[src/rtl/lcd_frame_builder.sv]
// Builds the 32-byte ASCII LCD frame (date, time, weekday, alarm) from a snapshot
// taken on each refresh tick, one byte per cycle, and drives the backlight enable.
//
// state  | meaning
// IDLE   | waiting for refresh tick; snapshot inputs on tick
// BUILD  | writing shadow byte idx_q (0..31)
// COMMIT | shadow copied to data_out, frame_valid pulsed
module lcd_frame_builder #(
    parameter int unsigned REFRESH_CYC    = 50_000,
    parameter int unsigned BLINK_CYC      = 25_000_000,
    parameter int unsigned BL_TIMEOUT_CYC = 500_000_000
) (
    input  logic         CLOCK_50,
    input  logic         rst_n,
    input  logic [15:0]  year,
    input  logic [7:0]   month,
    input  logic [7:0]   day,
    input  logic [7:0]   hour,
    input  logic [7:0]   minute,
    input  logic [2:0]   weekday,
    input  logic         alarm_on,
    input  logic [2:0]   edit_field,
    input  logic         key_pulse,
    output logic [255:0] data_out,
    output logic         frame_valid,
    output logic         bl_en
);

    localparam int REF_W   = $clog2(REFRESH_CYC + 1);
    localparam int BLINK_W = $clog2(BLINK_CYC + 1);
    localparam int BL_W    = $clog2(BL_TIMEOUT_CYC + 1);

    localparam logic [REF_W-1:0]   REF_LAST   = REF_W'(REFRESH_CYC - 1);
    localparam logic [BLINK_W-1:0] BLINK_LAST = BLINK_W'(BLINK_CYC - 1);
    localparam logic [BL_W-1:0]    BL_RELOAD  = BL_W'(BL_TIMEOUT_CYC);
    localparam logic [255:0]       BLANK_FRAME = {32{8'h20}};

    typedef enum logic [1:0] {IDLE, BUILD, COMMIT} state_t;

    state_t state_q, state_d;
    logic [4:0] idx_q, idx_d;

    logic [REF_W-1:0]   ref_cnt_q, ref_cnt_d;
    logic [BLINK_W-1:0] blink_cnt_q, blink_cnt_d;
    logic               blink_hidden_q, blink_hidden_d;
    logic [BL_W-1:0]    bl_cnt_q, bl_cnt_d;

    logic [15:0] snap_year_q;
    logic [7:0]  snap_month_q, snap_day_q, snap_hour_q, snap_minute_q;
    logic [2:0]  snap_weekday_q, snap_field_q;
    logic        snap_alarm_q, snap_hidden_q;

    logic [255:0] shadow_q, shadow_d;
    logic [255:0] data_out_q;
    logic         frame_valid_q;

    logic       tick;
    logic       snap_en, shadow_we, commit;
    logic       edit_active;
    logic [7:0] cur_byte;

    function automatic logic [7:0] digit_char(input logic [3:0] nib, input logic blank);
        logic [7:0] c;
        if (blank)
            c = 8'h20;
        else if (nib <= 4'd9)
            c = 8'h30 + {4'h0, nib};
        else
            c = 8'h3F;
        return c;
    endfunction

    function automatic logic [7:0] day_char(input logic [2:0] wd, input logic [3:0] pos);
        logic [87:0] name;
        case (wd)
            3'd0:    name = {"Sunday",    {5{8'h20}}};
            3'd1:    name = {"Monday",    {5{8'h20}}};
            3'd2:    name = {"Tuesday",   {4{8'h20}}};
            3'd3:    name = {"Wednesday", {2{8'h20}}};
            3'd4:    name = {"Thursday",  {3{8'h20}}};
            3'd5:    name = {"Friday",    {5{8'h20}}};
            3'd6:    name = {"Saturday",  {3{8'h20}}};
            default: name = {"---",       {8{8'h20}}};
        endcase
        name = name << {pos, 3'b000};
        return name[87:80];
    endfunction

    assign tick        = (ref_cnt_q == REF_LAST);
    assign edit_active = (edit_field >= 3'd1) && (edit_field <= 3'd5);

    // Timers

    always_comb begin
        ref_cnt_d = tick ? '0 : ref_cnt_q + REF_W'(1);

        blink_cnt_d    = blink_cnt_q + BLINK_W'(1);
        blink_hidden_d = blink_hidden_q;
        if (key_pulse) begin
            blink_cnt_d    = '0;
            blink_hidden_d = 1'b0;
        end else if (blink_cnt_q == BLINK_LAST) begin
            blink_cnt_d    = '0;
            blink_hidden_d = ~blink_hidden_q;
        end

        if (key_pulse || edit_active)
            bl_cnt_d = BL_RELOAD;
        else if (bl_cnt_q != '0)
            bl_cnt_d = bl_cnt_q - BL_W'(1);
        else
            bl_cnt_d = '0;
    end

    always_ff @(posedge CLOCK_50 or negedge rst_n) begin
        if (!rst_n) begin
            ref_cnt_q      <= '0;
            blink_cnt_q    <= '0;
            blink_hidden_q <= 1'b0;
            bl_cnt_q       <= BL_RELOAD;
        end else begin
            ref_cnt_q      <= ref_cnt_d;
            blink_cnt_q    <= blink_cnt_d;
            blink_hidden_q <= blink_hidden_d;
            bl_cnt_q       <= bl_cnt_d;
        end
    end

    // FSM

    always_ff @(posedge CLOCK_50 or negedge rst_n) begin
        if (!rst_n) begin
            state_q <= IDLE;
            idx_q   <= '0;
        end else begin
            state_q <= state_d;
            idx_q   <= idx_d;
        end
    end

    always_comb begin
        state_d = state_q;
        idx_d   = idx_q;
        case (state_q)
            IDLE: begin
                if (tick) begin
                    state_d = BUILD;
                    idx_d   = '0;
                end
            end
            BUILD: begin
                idx_d = idx_q + 5'd1;
                if (idx_q == 5'd31)
                    state_d = COMMIT;
            end
            COMMIT:  state_d = IDLE;
            default: state_d = IDLE;
        endcase
    end

    // A tick outside IDLE is ignored because snap_en is gated by state.
    always_comb begin
        snap_en   = (state_q == IDLE) && tick;
        shadow_we = (state_q == BUILD);
        commit    = (state_q == COMMIT);
    end

    // Snapshot

    always_ff @(posedge CLOCK_50 or negedge rst_n) begin
        if (!rst_n) begin
            snap_year_q    <= '0;
            snap_month_q   <= '0;
            snap_day_q     <= '0;
            snap_hour_q    <= '0;
            snap_minute_q  <= '0;
            snap_weekday_q <= '0;
            snap_field_q   <= '0;
            snap_alarm_q   <= 1'b0;
            snap_hidden_q  <= 1'b0;
        end else if (snap_en) begin
            snap_year_q    <= year;
            snap_month_q   <= month;
            snap_day_q     <= day;
            snap_hour_q    <= hour;
            snap_minute_q  <= minute;
            snap_weekday_q <= weekday;
            snap_field_q   <= edit_field;
            snap_alarm_q   <= alarm_on;
            snap_hidden_q  <= blink_hidden_q;
        end
    end

    // Byte generator

    always_comb begin
        logic hb_year, hb_month, hb_day, hb_hour, hb_minute;
        hb_year   = snap_hidden_q && (snap_field_q == 3'd1);
        hb_month  = snap_hidden_q && (snap_field_q == 3'd2);
        hb_day    = snap_hidden_q && (snap_field_q == 3'd3);
        hb_hour   = snap_hidden_q && (snap_field_q == 3'd4);
        hb_minute = snap_hidden_q && (snap_field_q == 3'd5);
        cur_byte  = 8'h20;
        case (idx_q)
            5'd0:  cur_byte = digit_char(snap_year_q[15:12], hb_year);
            5'd1:  cur_byte = digit_char(snap_year_q[11:8],  hb_year);
            5'd2:  cur_byte = digit_char(snap_year_q[7:4],   hb_year);
            5'd3:  cur_byte = digit_char(snap_year_q[3:0],   hb_year);
            5'd4:  cur_byte = "-";
            5'd5:  cur_byte = digit_char(snap_month_q[7:4],  hb_month);
            5'd6:  cur_byte = digit_char(snap_month_q[3:0],  hb_month);
            5'd7:  cur_byte = "-";
            5'd8:  cur_byte = digit_char(snap_day_q[7:4],    hb_day);
            5'd9:  cur_byte = digit_char(snap_day_q[3:0],    hb_day);
            5'd10: cur_byte = 8'h20;
            5'd11: cur_byte = digit_char(snap_hour_q[7:4],   hb_hour);
            5'd12: cur_byte = digit_char(snap_hour_q[3:0],   hb_hour);
            5'd13: cur_byte = ":";
            5'd14: cur_byte = digit_char(snap_minute_q[7:4], hb_minute);
            5'd15: cur_byte = digit_char(snap_minute_q[3:0], hb_minute);
            5'd27: cur_byte = snap_alarm_q ? "A" : 8'h20;
            5'd28: cur_byte = snap_alarm_q ? "l" : 8'h20;
            5'd29: cur_byte = snap_alarm_q ? "a" : 8'h20;
            5'd30: cur_byte = snap_alarm_q ? "r" : 8'h20;
            5'd31: cur_byte = snap_alarm_q ? "m" : 8'h20;
            default: cur_byte = day_char(snap_weekday_q, 4'(idx_q - 5'd16));
        endcase
    end

    // Shadow and committed frame

    always_comb begin
        shadow_d = shadow_q;
        if (shadow_we)
            shadow_d[{idx_q, 3'b000} +: 8] = cur_byte;
    end

    always_ff @(posedge CLOCK_50 or negedge rst_n) begin
        if (!rst_n) begin
            shadow_q      <= BLANK_FRAME;
            data_out_q    <= BLANK_FRAME;
            frame_valid_q <= 1'b0;
        end else begin
            shadow_q      <= shadow_d;
            frame_valid_q <= commit;
            if (commit)
                data_out_q <= shadow_q;
        end
    end

    assign data_out    = data_out_q;
    assign frame_valid = frame_valid_q;
    assign bl_en       = (bl_cnt_q != '0);

endmodule

[config.mk]
export PLATFORM = sky130hd
export DESIGN_NAME = lcd_frame_builder
export DESIGN_NICKNAME = d
export VERILOG_FILES = /design/src/rtl/lcd_frame_builder.sv
export SDC_FILE = /design/constraint.sdc
export NUM_CORES = 1
export LEC_CHECK = 0
export BUFFER_PORTS_ARGS = -buffer_cell sky130_fd_sc_hd__buf_2
export CAP_MARGIN = 20
export CORE_UTILIZATION = 55
export CTS_CLUSTER_SIZE = 14
export DETAILED_ROUTE_END_ITERATION = 16
export HOLD_SLACK_MARGIN = 0.12
export PLACE_DENSITY_LB_ADDON = 0.1
export SYNTH_ARGS = -nofsm -noshare
export SYNTH_HDL_FRONTEND = slang
export SYNTH_SLANG_ARGS = --single-unit
[constraint.sdc]
create_clock -name CLOCK_50 -period 4.3 [get_ports CLOCK_50]
set_input_delay 0.645 -clock CLOCK_50 [delete_from_list [all_inputs] [get_ports CLOCK_50]]
set_output_delay 0.645 -clock CLOCK_50 [all_outputs]
set_load 0.02 [all_outputs]
==> results of run 1 <==
[sequential cells by signal, summed over array words and instances, names as in the netlist, 5 cells and up]
signal         count
snap_month_q       8
shadow_q         224
snap_hour_q        8
snap_year_q       16
data_out         224
blink_cnt_q       25
snap_minute_q      8
snap_day_q         8
bl_cnt_q          29
ref_cnt_q         16
idx_q              5
[per-layer routing]
metal / GRT usage (%) / wire length (µm)
met5: 0 / 0
met4: 6.98 / 1410
met3: 6.17 / 3700
met2: 44.6 / 30200
met1: 37.7 / 27500
[timing repair]
item                                   4_1_cts  5_1_grt
hold buffers                                 1        0
buffers inserted                             0        0
endpoints found under the hold margin       48        0
[through the flow]
step                      util [%]  power [mW]  instances  hold slack [ns]  cell area (µm²)
after floorplan                  -        5.83       2130            0.349            25000
after global placement        60.8        6.01       2905            0.450            27000
after detailed placement      60.8        6.02       2905            0.452            27000
after CTS                     65.2        11.2       3015            0.203            29000
after global routing          65.2        11.4       3015            0.213            29000
final                         65.2        11.0       3015            0.231            29000
[worst max path at each step]
| stage | start | end | depth (start not counted) |
|---|---|---|---|
| after floorplan | idx_q[1]$_DFFE_PN0P_ | shadow_q[194]$_DFFE_PN0P_ | 14 |
| after global placement | idx_q[0]$_DFFE_PN0P_ | shadow_q[250]$_DFFE_PN0P_ | 9 |
| after detailed placement | idx_q[0]$_DFFE_PN0P_ | shadow_q[106]$_DFFE_PN0P_ | 9 |
| after CTS | idx_q[0]$_DFFE_PN0P_ | shadow_q[98]$_DFFE_PN0P_ | 9 |
| after global routing | idx_q[0]$_DFFE_PN0P_ | shadow_q[98]$_DFFE_PN0P_ | 9 |
| final | idx_q[0]$_DFFE_PN0P_ | shadow_q[98]$_DFFE_PN0P_ | 9 |
[power breakdown]
group / total, mW / switching, mW / leakage [nW] / internal, mW
clock: 5.13 / 2.09 / 0.974 / 3.04
combinational: 0.356 / 0.251 / 5.10 / 0.104
sequential: 5.56 / 0.0394 / 7.72 / 5.53
[synthesized netlist by cell type (13+ instances only)]
cell type                  instances
sky130_fd_sc_hd__o31ai_1          30
sky130_fd_sc_hd__xnor2_1          27
sky130_fd_sc_hd__o21ai_1          39
sky130_fd_sc_hd__nand4_1          19
sky130_fd_sc_hd__nor2_1          111
sky130_fd_sc_hd__mux2_2          290
sky130_fd_sc_hd__o21ai_0         154
sky130_fd_sc_hd__nand3_1          34
sky130_fd_sc_hd__a22o_1           25
sky130_fd_sc_hd__dfstp_2          77
sky130_fd_sc_hd__inv_1            24
sky130_fd_sc_hd__xor2_1           33
sky130_fd_sc_hd__a21oi_1          47
sky130_fd_sc_hd__and3_1           13
sky130_fd_sc_hd__nor3_1           28
sky130_fd_sc_hd__o22ai_1          15
sky130_fd_sc_hd__buf_2            36
sky130_fd_sc_hd__nand2b_1         27
sky130_fd_sc_hd__clkbuf_1         62
sky130_fd_sc_hd__buf_4            36
sky130_fd_sc_hd__dfrtp_1         506
sky130_fd_sc_hd__nand2_1         258
[kinds of logic after synthesis]
family	share of synthesized area (%)
fa+ha+maj	0.632
other cells	0.0150
simple gates	12.0
mux	13.3
buf+inv	3.52
compound gates	9.28
xor+xnor	2.28
flops	58.9
[area by class of cell]
type | count | area share, %
tap | 592 | 2.56
sequential | 583 | 50.7
timing repair buffer | 328 | 6.57
inverter | 26 | 0.337
clock buffer | 88 | 6.02
multi-input combinational | 1377 | 33.1
clock inverter | 21 | 0.764
==> impl_metrics.prom, run 1 <==
# TYPE chip_impl_metric gauge
chip_impl_info{name="outcome",value="complete, no violations"} 1
chip_impl_info{name="min_path_type",value="input port to flop"} 1
chip_impl_info{name="hold_start",value="key_pulse"} 1
chip_impl_metric{name="globalRoute.totalOverflow",unit=""} 0
chip_impl_metric{name="place_congestion",unit=""} 0.856
chip_impl_metric{name="core-area",unit="µm²"} 44400
chip_impl_metric{name="hpwl_detailed",unit="mm"} 42.2
chip_impl_metric{name="grt_start_max_net_pins",unit=""} 92
chip_impl_metric{name="antenna-diode-count",unit=""} 0
chip_impl_metric{name="die_h",unit="µm"} 215
chip_impl_info{name="crit-reg2reg-launch",value="idx_q[0]$_DFFE_PN0P_"} 1
chip_impl_metric{name="multi_input_area",unit="µm²"} 9580
chip_impl_info{name="cts.root.buffer_cell",value="sky130_fd_sc_hd__clkbuf_16"} 1
chip_impl_metric{name="row_count",unit=""} 77
chip_impl_metric{name="latest_clock_arrival_within_the_worst_skew_pair",unit="ns"} 0.60
chip_impl_metric{name="synthDistinctLibCells",unit=""} 84
chip_impl_metric{name="worst_margin_slew",unit="ns"} 1.09
chip_impl_metric{name="critical_path_required_time",unit="ns"} 4.72
chip_impl_metric{name="areaGrowthSynthToFinish",unit="%"} 16.2
chip_impl_metric{name="synth_sequential_area_ratio",unit="%"} 58.9
chip_impl_info{name="layout_commonest_cell",value="sky130_fd_sc_hd__dfrtp_1"} 1
chip_impl_info{name="setup.worst_path.end_class",value="flop"} 1
chip_impl_metric{name="final_period_minus_worst_setup_slack",unit="ns"} 3.79
chip_impl_metric{name="count_of_input_and_output_buffers",unit=""} 283
chip_impl_metric{name="die-width",unit="µm"} 215
chip_impl_metric{name="crit_path_max_fanout",unit=""} 29
chip_impl_metric{name="number_of_global_route_vias_before_repair",unit=""} 17100
chip_impl_metric{name="r2r_cells",unit=""} 9
chip_impl_metric{name="total_global_routing_track_utilization",unit="%"} 27.5
chip_impl_metric{name="setup-tns-final",unit="ns"} 0
chip_impl_metric{name="drv.max_cap_violation_count",unit=""} 0
chip_impl_metric{name="route.antenna.remaining_nets",unit=""} 0
chip_impl_metric{name="cts_made_buffers",unit=""} 58
chip_impl_info{name="synthFlopType",value="sky130_fd_sc_hd__dfrtp_1"} 1
chip_impl_metric{name="via_per_inst",unit=""} 5.66
chip_impl_metric{name="antenna_found_initial",unit=""} 0
chip_impl_metric{name="first_pass_iters",unit=""} 7
chip_impl_metric{name="pre_cts_ws",unit="ns"} 0.589
chip_impl_metric{name="netlist_instances",unit=""} 2099
chip_impl_metric{name="detailedRoute.firstIterationViolations",unit=""} 1347
chip_impl_metric{name="drt-wirelength-per-cell",unit="µm"} 20.8
chip_impl_metric{name="seq_area",unit="µm²"} 14700
chip_impl_info{name="holdPathEnd",value="blink_hidden_q$_DFFE_PN0P_"} 1
chip_impl_metric{name="syn_area",unit="µm²"} 24900
chip_impl_metric{name="async_reset_ff_share",unit="%"} 100
chip_impl_metric{name="postCtsResizedCells",unit=""} 0
chip_impl_metric{name="reg2reg_setup_slack",unit="ns"} 0.51
chip_impl_metric{name="post-route-drc-count",unit=""} 0
chip_impl_info{name="worstSetupStartpointType",value="flop"} 1
chip_impl_metric{name="timing.max_slew.rel_slack",unit="%"} 27.4
chip_impl_metric{name="floorplan.initialDensity",unit="%"} 56.1
chip_impl_info{name="mostFrequentLayoutCells",value="sky130_fd_sc_hd__dfrtp_1 (506), sky130_fd_sc_hd__mux2_2 (290), sky130_fd_sc_hd__buf_2 (282)"} 1
chip_impl_metric{name="post-synth-top-area-fraction",unit="%"} 50.8
chip_impl_metric{name="finalWirelength",unit="mm"} 62.8
chip_impl_info{name="timing.critical_path.max_delay_family",value="compound AO/OA/AOI/OAI gates"} 1
chip_impl_metric{name="clock_edge_transition_at_the_registers_on_the_reported_setup_and_hold_paths",unit="ns"} 0.06
chip_impl_metric{name="drive_gt1_share",unit="%"} 35.0
chip_impl_info{name="crit_path_class",value="flop to flop"} 1
chip_impl_metric{name="critical_path_arrival",unit="ns"} 4.21
chip_impl_metric{name="finalSetupViolCount",unit=""} 0
chip_impl_metric{name="final_critical_path_setup_slack",unit="ns"} 0.514
chip_impl_metric{name="max-clock-path-buffers",unit=""} 3
chip_impl_metric{name="ctsHtreeMaxLevel",unit=""} 2
chip_impl_metric{name="fillerInstances",unit=""} 3453
chip_impl_metric{name="die_area",unit="µm²"} 46200
chip_impl_metric{name="synthesis.yosys.warnings",unit=""} 0
chip_impl_metric{name="grt_first_pass_wirelength",unit="mm"} 99.0
chip_impl_info{name="rsz0062_at_grt",value="false"} 1
chip_impl_metric{name="postSynthAreaPerCell",unit="µm²"} 11.9
chip_impl_info{name="worst_r2r_endpoint",value="shadow_q[98]$_DFFE_PN0P_"} 1
chip_impl_info{name="synth_top_cells_by_area",value="sky130_fd_sc_hd__dfrtp_1 (51%), sky130_fd_sc_hd__mux2_2 (13%), sky130_fd_sc_hd__dfstp_2 (8.1%)"} 1
chip_impl_metric{name="num-nets-final",unit=""} 2444
chip_impl_metric{name="period_share",unit="%"} 88.0
chip_impl_metric{name="ys_ff_latch",unit=""} 583
chip_impl_metric{name="synth_edf_count",unit=""} 0
chip_impl_info{name="critical_path.slowest_cell",value="sky130_fd_sc_hd__o21bai_4"} 1
chip_impl_metric{name="hold_violations",unit=""} 0
chip_impl_metric{name="max_freq",unit="MHz"} 264
chip_impl_metric{name="power_per_cell_area",unit="nW/µm²"} 381
chip_impl_metric{name="vias",unit=""} 17100
chip_impl_metric{name="slew_violations",unit=""} 0
chip_impl_metric{name="critical_path_buf_inv_count",unit=""} 2
chip_impl_metric{name="timing.hold.worst_path_depth",unit=""} 2
chip_impl_metric{name="power.static_leakage",unit="nW"} 13.8
chip_impl_metric{name="io_pins",unit=""} 316
chip_impl_info{name="yosysTopAreaCell",value="sky130_fd_sc_hd__dfrtp_1"} 1
chip_impl_metric{name="worst_path_largest_cell_delay",unit="ns"} 0.92
chip_impl_metric{name="power.ir.vdd_worst",unit="V"} 0.000351
chip_impl_metric{name="final.setup_skew",unit="ns"} 0.0121
chip_impl_info{name="tritoncts",value="built"} 1
chip_impl_info{name="worstPathCellList",value="inv_2 > ha_1 > buf_4 > nor3_1 > a2111oi_0 > or4_1 > o32ai_1 > o21bai_4 > o21ai_0"} 1
chip_impl_metric{name="cts_num_sinks",unit=""} 583
Note: power is estimated with default switching activity, not from simulation.
==> run 2: changes to the inputs <==
--- a/config.mk
+++ b/config.mk
@@ -7,7 +7,11 @@
 export LEC_CHECK = 0
 export BUFFER_PORTS_ARGS = -buffer_cell sky130_fd_sc_hd__buf_2
 export CAP_MARGIN = 20
-export CORE_UTILIZATION = 55
+export CELL_PAD_IN_SITES_DETAIL_PLACEMENT = 1
+export CELL_PAD_IN_SITES_GLOBAL_PLACEMENT = 1
+export CORE_ASPECT_RATIO = 0.6
+export CORE_UTILIZATION = 47
+export CTS_CLUSTER_DIAMETER = 120
 export CTS_CLUSTER_SIZE = 14
 export DETAILED_ROUTE_END_ITERATION = 16
 export HOLD_SLACK_MARGIN = 0.12
==> run 2 against run 1 <==
Against the previous run:
- core utilization decreased by 10 points
- sequential share of layout area increased by 0.83 points
- sequential cell count unchanged
- highest routed layer unchanged
- clock skew increased by 0.0021 ns
- via count increased by 2.7%
- clock-buffer cell count decreased by 6
- design area decreased by 1.6%
- worst hold slack got worse by 0.14 ns
- first-iteration DRC count decreased by 13%
- critical path depth decreased by 3
- largest power group unchanged
- combinational power increased by 3%
- cell count increased by 2.6%
==> impl_metrics.prom, run 2 (same netlist as run 1, synthesis figures left out) <==
# TYPE chip_impl_metric gauge
chip_impl_metric{name="die_area",unit="µm²"} 54000
chip_impl_metric{name="postCtsSetupRepairBufs",unit=""} 0
chip_impl_info{name="rsz0062_at_grt",value="false"} 1
chip_impl_metric{name="critical_path_arrival",unit="ns"} 3.23
chip_impl_metric{name="power.static_leakage",unit="nW"} 13.5
chip_impl_metric{name="final_period_minus_worst_setup_slack",unit="ns"} 3.88
chip_impl_metric{name="vias",unit=""} 17500
chip_impl_info{name="cts.root.buffer_cell",value="sky130_fd_sc_hd__clkbuf_16"} 1
chip_impl_metric{name="multi_input_area",unit="µm²"} 9580
chip_impl_metric{name="fillerInstances",unit=""} 5425
chip_impl_metric{name="post-route-drc-count",unit=""} 0
chip_impl_info{name="crit_path_class",value="flop to output pin"} 1
chip_impl_metric{name="globalRoute.totalOverflow",unit=""} 0
chip_impl_metric{name="seq_area",unit="µm²"} 14700
chip_impl_info{name="outcome",value="complete, no violations"} 1
chip_impl_info{name="worstPathCellList",value="or4_1 > nor4b_2 > nand3_1 > nor4_2 > inv_1 > buf_2"} 1
chip_impl_metric{name="die_h",unit="µm"} 180
chip_impl_metric{name="slew_violations",unit=""} 0
chip_impl_info{name="critical_path.slowest_cell",value="sky130_fd_sc_hd__or4_1"} 1
chip_impl_metric{name="ctsHtreeMaxLevel",unit=""} 2
chip_impl_metric{name="grt_first_pass_wirelength",unit="mm"} 114
chip_impl_metric{name="power_per_cell_area",unit="nW/µm²"} 353
chip_impl_metric{name="route.antenna.remaining_nets",unit=""} 0
chip_impl_metric{name="worst_path_largest_cell_delay",unit="ns"} 0.60
chip_impl_metric{name="num-nets-final",unit=""} 2435
chip_impl_metric{name="max_freq",unit="MHz"} 258
chip_impl_metric{name="number_of_global_route_vias_before_repair",unit=""} 18600
chip_impl_metric{name="hpwl_detailed",unit="mm"} 49.9
chip_impl_metric{name="antenna_found_initial",unit=""} 1
chip_impl_metric{name="grt_start_max_net_pins",unit=""} 143
chip_impl_metric{name="critical_path_buf_inv_count",unit=""} 2
chip_impl_metric{name="postCtsResizedCells",unit=""} 0
chip_impl_metric{name="io_pins",unit=""} 316
chip_impl_metric{name="via_per_inst",unit=""} 5.66
chip_impl_metric{name="crit_path_max_fanout",unit=""} 5
chip_impl_metric{name="power.ir.vdd_worst",unit="V"} 0.000325
chip_impl_metric{name="hold_violations",unit=""} 0
chip_impl_info{name="timing.critical_path.max_delay_family",value="simple AND/OR/NAND/NOR gates"} 1
chip_impl_metric{name="final.setup_skew",unit="ns"} 0.0142
chip_impl_metric{name="latest_clock_arrival_within_the_worst_skew_pair",unit="ns"} 0.57
chip_impl_metric{name="clock_edge_transition_at_the_registers_on_the_reported_setup_and_hold_paths",unit="ns"} 0.07
chip_impl_metric{name="total_global_routing_track_utilization",unit="%"} 27.3
chip_impl_metric{name="floorplan.initialDensity",unit="%"} 48.3
chip_impl_metric{name="cts_made_buffers",unit=""} 47
chip_impl_metric{name="count_of_input_and_output_buffers",unit=""} 283
chip_impl_metric{name="cts_num_sinks",unit=""} 583
chip_impl_info{name="mostFrequentLayoutCells",value="sky130_fd_sc_hd__dfrtp_1 (506), sky130_fd_sc_hd__mux2_2 (290), sky130_fd_sc_hd__buf_2 (282)"} 1
chip_impl_metric{name="final-instance-count-excl-fill",unit=""} 3093
chip_impl_metric{name="max-clock-path-buffers",unit=""} 3
chip_impl_metric{name="hold_ws",unit="ns"} 0.0872
chip_impl_info{name="worstSetupStartpointType",value="flop"} 1
chip_impl_metric{name="place_congestion",unit=""} 0.852
chip_impl_metric{name="post-layout-total-power",unit="mW"} 10.1
chip_impl_metric{name="finalWirelength",unit="mm"} 72.5
chip_impl_metric{name="final_critical_path_setup_slack",unit="ns"} 0.422
chip_impl_metric{name="period_share",unit="%"} 90.2
chip_impl_metric{name="areaGrowthSynthToFinish",unit="%"} 14.3
chip_impl_info{name="setup.worst_path.end_class",value="output pin"} 1
chip_impl_metric{name="worst_margin_slew",unit="ns"} 1.15
chip_impl_metric{name="finalSetupViolCount",unit=""} 0
chip_impl_metric{name="antenna-diode-count",unit=""} 0
chip_impl_metric{name="drv.max_cap_violation_count",unit=""} 0
chip_impl_info{name="min_path_type",value="input port to async pin"} 1
chip_impl_metric{name="detailedRoute.firstIterationViolations",unit=""} 1167
chip_impl_metric{name="die-width",unit="µm"} 299
chip_impl_metric{name="pre_cts_ws",unit="ns"} 0.506
chip_impl_metric{name="dp.cells",unit=""} 3008
chip_impl_info{name="layout_commonest_cell",value="sky130_fd_sc_hd__dfrtp_1"} 1
chip_impl_metric{name="row_count",unit=""} 64
chip_impl_metric{name="critical_path_required_time",unit="ns"} 3.65
chip_impl_info{name="tritoncts",value="built"} 1
chip_impl_metric{name="timing.max_slew.rel_slack",unit="%"} 23.2
chip_impl_metric{name="setup-tns-final",unit="ns"} 0
chip_impl_metric{name="cts_hold_repair.buffers",unit=""} 0
chip_impl_metric{name="core-area",unit="µm²"} 51600
chip_impl_metric{name="first_pass_iters",unit=""} 5
chip_impl_metric{name="drive_gt1_share",unit="%"} 33.6
chip_impl_metric{name="drt-wirelength-per-cell",unit="µm"} 23.4
==> run 2: report_power, final <==
group | internal, mW | switching [mW] | total (mW)
Clock | 2.13 | 2.00 | 4.13
Combinational | 0.104 | 0.262 | 0.366
Sequential | 5.52 | 0.0460 | 5.57
==> run 2: final cells by class <==
class                      instances  area share, %
clock buffer                      82           4.74
tap                              693           3.04
multi-input combinational       1377           33.6
sequential                       583           51.5
clock inverter                     2         0.0966
timing repair buffer             330           6.66
inverter                          26          0.342
==> run 2: worst paths after layout <==
| path | start | to | slack, ns | cells past startpoint |
|---|---|---|---|---|
| worst max-delay path | bl_cnt_q[2]$_DFF_PN0_ | bl_en | 0.42 | 6 |
| min in group CLOCK_50 | key_pulse | blink_hidden_q$_DFFE_PN0P_ | 0.28 | 2 |
| worst min-delay path | rst_n | snap_year_q[6]$_DFFE_PN0P_ | 0.09 | 1 |
| max in group asynchronous | rst_n | shadow_q[61]$_DFFE_PN1P_ | 3.05 | 2 |
| worst max register to register | snap_weekday_q[1]$_DFFE_PN0P_ | shadow_q[208]$_DFFE_PN0P_ | 0.45 | 7 |
| worst min register to register | shadow_q[61]$_DFFE_PN1P_ | shadow_q[61]$_DFFE_PN1P_ | 0.46 | 2 |
==> run 2: through the flow <==
stage / area [µm²] / utilization, %
after floorplan: 25000 / -
after global placement: 27100 / 52.5
after detailed placement: 27100 / 52.5
after CTS: 28500 / 55.1
after global routing: 28500 / 55.2
final: 28500 / 55.2
==> run 2: routing by layer <==
| metal | GRT usage, % | up-vias | share of wire [%] |
|---|---|---|---|
| met5 | 0 | - | 0 |
| met4 | 5.80 | 0 | 2.0 |
| met3 | 4.99 | 96 | 4.6 |
| met2 | 42.1 | 376 | 46 |
| met1 | 40.2 | 9194 | 48 |
| li1 | - | 7854 | - |
==> run 3: changes to the inputs <==
--- a/config.mk
+++ b/config.mk
@@ -10,7 +10,7 @@
 export CELL_PAD_IN_SITES_DETAIL_PLACEMENT = 1
 export CELL_PAD_IN_SITES_GLOBAL_PLACEMENT = 1
 export CORE_ASPECT_RATIO = 0.6
-export CORE_UTILIZATION = 47
+export CORE_UTILIZATION = 50
 export CTS_CLUSTER_DIAMETER = 120
 export CTS_CLUSTER_SIZE = 14
 export DETAILED_ROUTE_END_ITERATION = 16
==> constraint.sdc (replaced) <==
create_clock -name CLOCK_50 -period 4.68 [get_ports CLOCK_50]
set_input_delay 0.702 -clock CLOCK_50 [delete_from_list [all_inputs] [get_ports CLOCK_50]]
set_output_delay 0.702 -clock CLOCK_50 [all_outputs]
set_load 0.02 [all_outputs]
==> run 3 against run 2 <==
Against the previous run:
- clock skew grew 0.0026 ns
- critical path depth grew 3
- worst hold slack gained 0.059 ns
- sequential cell count is the same
- sequential power shrank 8.3%
- clock power shrank 7.7%
- first-iteration DRC count grew 5.8%
- via count grew 0.14%
- non-clock buffer count shrank 11
- combinational power shrank 11%
- die area shrank 5.9%
==> impl_metrics.prom, run 3 (same netlist as run 1, synthesis figures left out) <==
# TYPE chip_impl_metric gauge
chip_impl_info{name="outcome",value="complete, no violations"} 1
chip_impl_metric{name="final_period_minus_worst_setup_slack",unit="ns"} 3.91
chip_impl_metric{name="final_critical_path_setup_slack",unit="ns"} 0.767
chip_impl_info{name="worstSetupStartpointType",value="flop"} 1
chip_impl_metric{name="first_pass_iters",unit=""} 5
chip_impl_metric{name="row_count",unit=""} 62
chip_impl_metric{name="place_congestion",unit=""} 0.910
chip_impl_metric{name="vias",unit=""} 17500
chip_impl_metric{name="worst_path_largest_cell_delay",unit="ns"} 0.73
chip_impl_metric{name="post-layout-total-power",unit="mW"} 9.25
chip_impl_metric{name="power.ir.vdd_worst",unit="V"} 0.000297
chip_impl_info{name="crit_path_class",value="flop to flop"} 1
chip_impl_metric{name="ctsHtreeMaxLevel",unit=""} 2
chip_impl_metric{name="pre_cts_ws",unit="ns"} 0.872
chip_impl_info{name="rsz0062_at_grt",value="false"} 1
chip_impl_metric{name="finalSetupViolCount",unit=""} 0
chip_impl_metric{name="io_pins",unit=""} 316
chip_impl_metric{name="max_freq",unit="MHz"} 256
chip_impl_info{name="cts.root.buffer_cell",value="sky130_fd_sc_hd__clkbuf_16"} 1
chip_impl_info{name="min_path_type",value="input port to async pin"} 1
chip_impl_info{name="critical_path.slowest_cell",value="sky130_fd_sc_hd__o21bai_4"} 1
chip_impl_metric{name="drt-wirelength-per-cell",unit="µm"} 23.6
chip_impl_metric{name="critical_path_arrival",unit="ns"} 4.37
chip_impl_metric{name="core-area",unit="µm²"} 48500
chip_impl_metric{name="finish.utilization",unit="%"} 58.4
chip_impl_metric{name="timing.max_slew.rel_slack",unit="%"} 32.0
chip_impl_metric{name="post-route-drc-count",unit=""} 0
chip_impl_metric{name="drive_gt1_share",unit="%"} 33.3
chip_impl_metric{name="postCtsResizedCells",unit=""} 0
chip_impl_metric{name="final.setup_skew",unit="ns"} 0.0168
chip_impl_metric{name="setup-tns-final",unit="ns"} 0
chip_impl_info{name="layout_commonest_cell",value="sky130_fd_sc_hd__dfrtp_1"} 1
chip_impl_info{name="cp_common_cell",value="sky130_fd_sc_hd__buf_4"} 1
chip_impl_metric{name="count_of_input_and_output_buffers",unit=""} 283
chip_impl_metric{name="hpwl_detailed",unit="mm"} 48.5
chip_impl_metric{name="power_per_cell_area",unit="nW/µm²"} 327
chip_impl_metric{name="worst_margin_slew",unit="ns"} 1.02
chip_impl_metric{name="cts_num_sinks",unit=""} 583
chip_impl_metric{name="die_area",unit="µm²"} 50800
chip_impl_metric{name="hold_violations",unit=""} 0
chip_impl_metric{name="floorplan.initialDensity",unit="%"} 51.4
chip_impl_metric{name="route.antenna.remaining_nets",unit=""} 0
chip_impl_info{name="setup.worst_path.end_class",value="flop"} 1
chip_impl_metric{name="power.static_leakage",unit="nW"} 13.4
chip_impl_metric{name="latest_clock_arrival_within_the_worst_skew_pair",unit="ns"} 0.59
chip_impl_metric{name="max-clock-path-buffers",unit=""} 3
chip_impl_metric{name="final-instance-count-excl-fill",unit=""} 3030
chip_impl_metric{name="slew_violations",unit=""} 0
chip_impl_info{name="worstPathCellList",value="buf_4 > ha_1 > nor3_1 > a2111oi_0 > or4_1 > o32ai_1 > o21bai_4 > buf_4 > o21ai_0"} 1
chip_impl_metric{name="crit_path_max_fanout",unit=""} 27
chip_impl_metric{name="drv.max_cap_violation_count",unit=""} 0
chip_impl_metric{name="via_per_inst",unit=""} 5.79
chip_impl_info{name="tritoncts",value="built"} 1
chip_impl_metric{name="period_share",unit="%"} 83.6
chip_impl_metric{name="globalRoute.totalOverflow",unit=""} 0
chip_impl_metric{name="antenna-diode-count",unit=""} 0
chip_impl_metric{name="cts_made_buffers",unit=""} 47
chip_impl_metric{name="detailedRoute.firstIterationViolations",unit=""} 1235
chip_impl_info{name="mostFrequentLayoutCells",value="sky130_fd_sc_hd__dfrtp_1 (506), sky130_fd_sc_hd__mux2_2 (290), sky130_fd_sc_hd__buf_2 (282)"} 1
chip_impl_metric{name="die_h",unit="µm"} 175
chip_impl_info{name="timing.critical_path.max_delay_family",value="compound AO/OA/AOI/OAI gates"} 1
chip_impl_metric{name="die-width",unit="µm"} 290
chip_impl_metric{name="critical_path_buf_inv_count",unit=""} 2
chip_impl_metric{name="num-nets-final",unit=""} 2424
chip_impl_metric{name="number_of_global_route_vias_before_repair",unit=""} 18600
chip_impl_metric{name="areaGrowthSynthToFinish",unit="%"} 13.7
chip_impl_metric{name="critical_path_required_time",unit="ns"} 5.13
chip_impl_metric{name="antenna_found_initial",unit=""} 3
chip_impl_metric{name="dp.cells",unit=""} 2945
chip_impl_metric{name="postCtsSetupRepairBufs",unit=""} 0
chip_impl_metric{name="total_global_routing_track_utilization",unit="%"} 28.6
chip_impl_metric{name="finalWirelength",unit="mm"} 71.4
chip_impl_metric{name="cts_hold_repair.buffers",unit=""} 0
chip_impl_metric{name="grt_first_pass_wirelength",unit="mm"} 112
chip_impl_metric{name="clock_edge_transition_at_the_registers_on_the_reported_setup_and_hold_paths",unit="ns"} 0.07
chip_impl_metric{name="grt_start_max_net_pins",unit=""} 123
run 3: cell types whose count changed in the layout (fill, tap and decap cells not counted), sizes merged:
cell	previous run	this run
clkbuf	82	83
buf	330	319
run 3: layout make-up:
cell class	instances	area, µm²
fillers	5099	20100
clock buffers	83	1350
inverters	26	97.6
well taps	640	801
repair buffers	319	1800
flip-flops and latches	583	14700
clock inverters	2	27.5
multi-input cells	1377	9580
run 3: worst register-to-register path, stage by stage, from the launching register on:
cell                        delay, ns
sky130_fd_sc_hd__dfrtp_1         0.48
sky130_fd_sc_hd__buf_4           0.34
sky130_fd_sc_hd__ha_1            0.38
sky130_fd_sc_hd__nor3_1          0.13
sky130_fd_sc_hd__a2111oi_0       0.69
sky130_fd_sc_hd__or4_1           0.32
sky130_fd_sc_hd__o32ai_1         0.23
sky130_fd_sc_hd__o21bai_4        0.74
sky130_fd_sc_hd__buf_4           0.35
sky130_fd_sc_hd__o21ai_0         0.13
run 3: routing by layer:
metal	share of wire [%]	vias up	wire, µm	GRT usage, %
met5	0	-	0	0
met4	2.4	0	1690	7.82
met3	5.5	99	3950	5.25
met2	46	422	33100	44.5
met1	46	9209	32700	41.2
li1	-	7814	-	-
run 3: per-stage QoR:
stage	instance area [µm²]	hold WS, ns
after global placement	27000	0.449
after CTS	28300	0.175
final	28300	0.146
after detailed placement	27000	0.452
after global routing	28300	0.202
after floorplan	25000	0.406
run 3: final timing paths:
path                       cells after the start                          to  slack [ns]                startpoint
max in group asynchronous                      2   data_out[208]$_DFFE_PN0P_        3.35                     rst_n
max                                            9   shadow_q[250]$_DFFE_PN0P_        0.77      idx_q[0]$_DFFE_PN0P_
min reg2reg                                    2    shadow_q[61]$_DFFE_PN1P_        0.47  shadow_q[61]$_DFFE_PN1P_
min                                            1  snap_year_q[6]$_DFFE_PN0P_        0.15                     rst_n
min in group CLOCK_50                          2  blink_hidden_q$_DFFE_PN0P_        0.30                 key_pulse
max reg2reg                                    9   shadow_q[250]$_DFFE_PN0P_        0.77      idx_q[0]$_DFFE_PN0P_
run 3: power by group:
part | total, mW | switching, mW | internal [mW]
clock | 3.81 | 1.85 | 1.96
sequential | 5.11 | 0.0431 | 5.07
combinational | 0.327 | 0.234 | 0.0924
total | 9.25 | 2.13 | 7.13
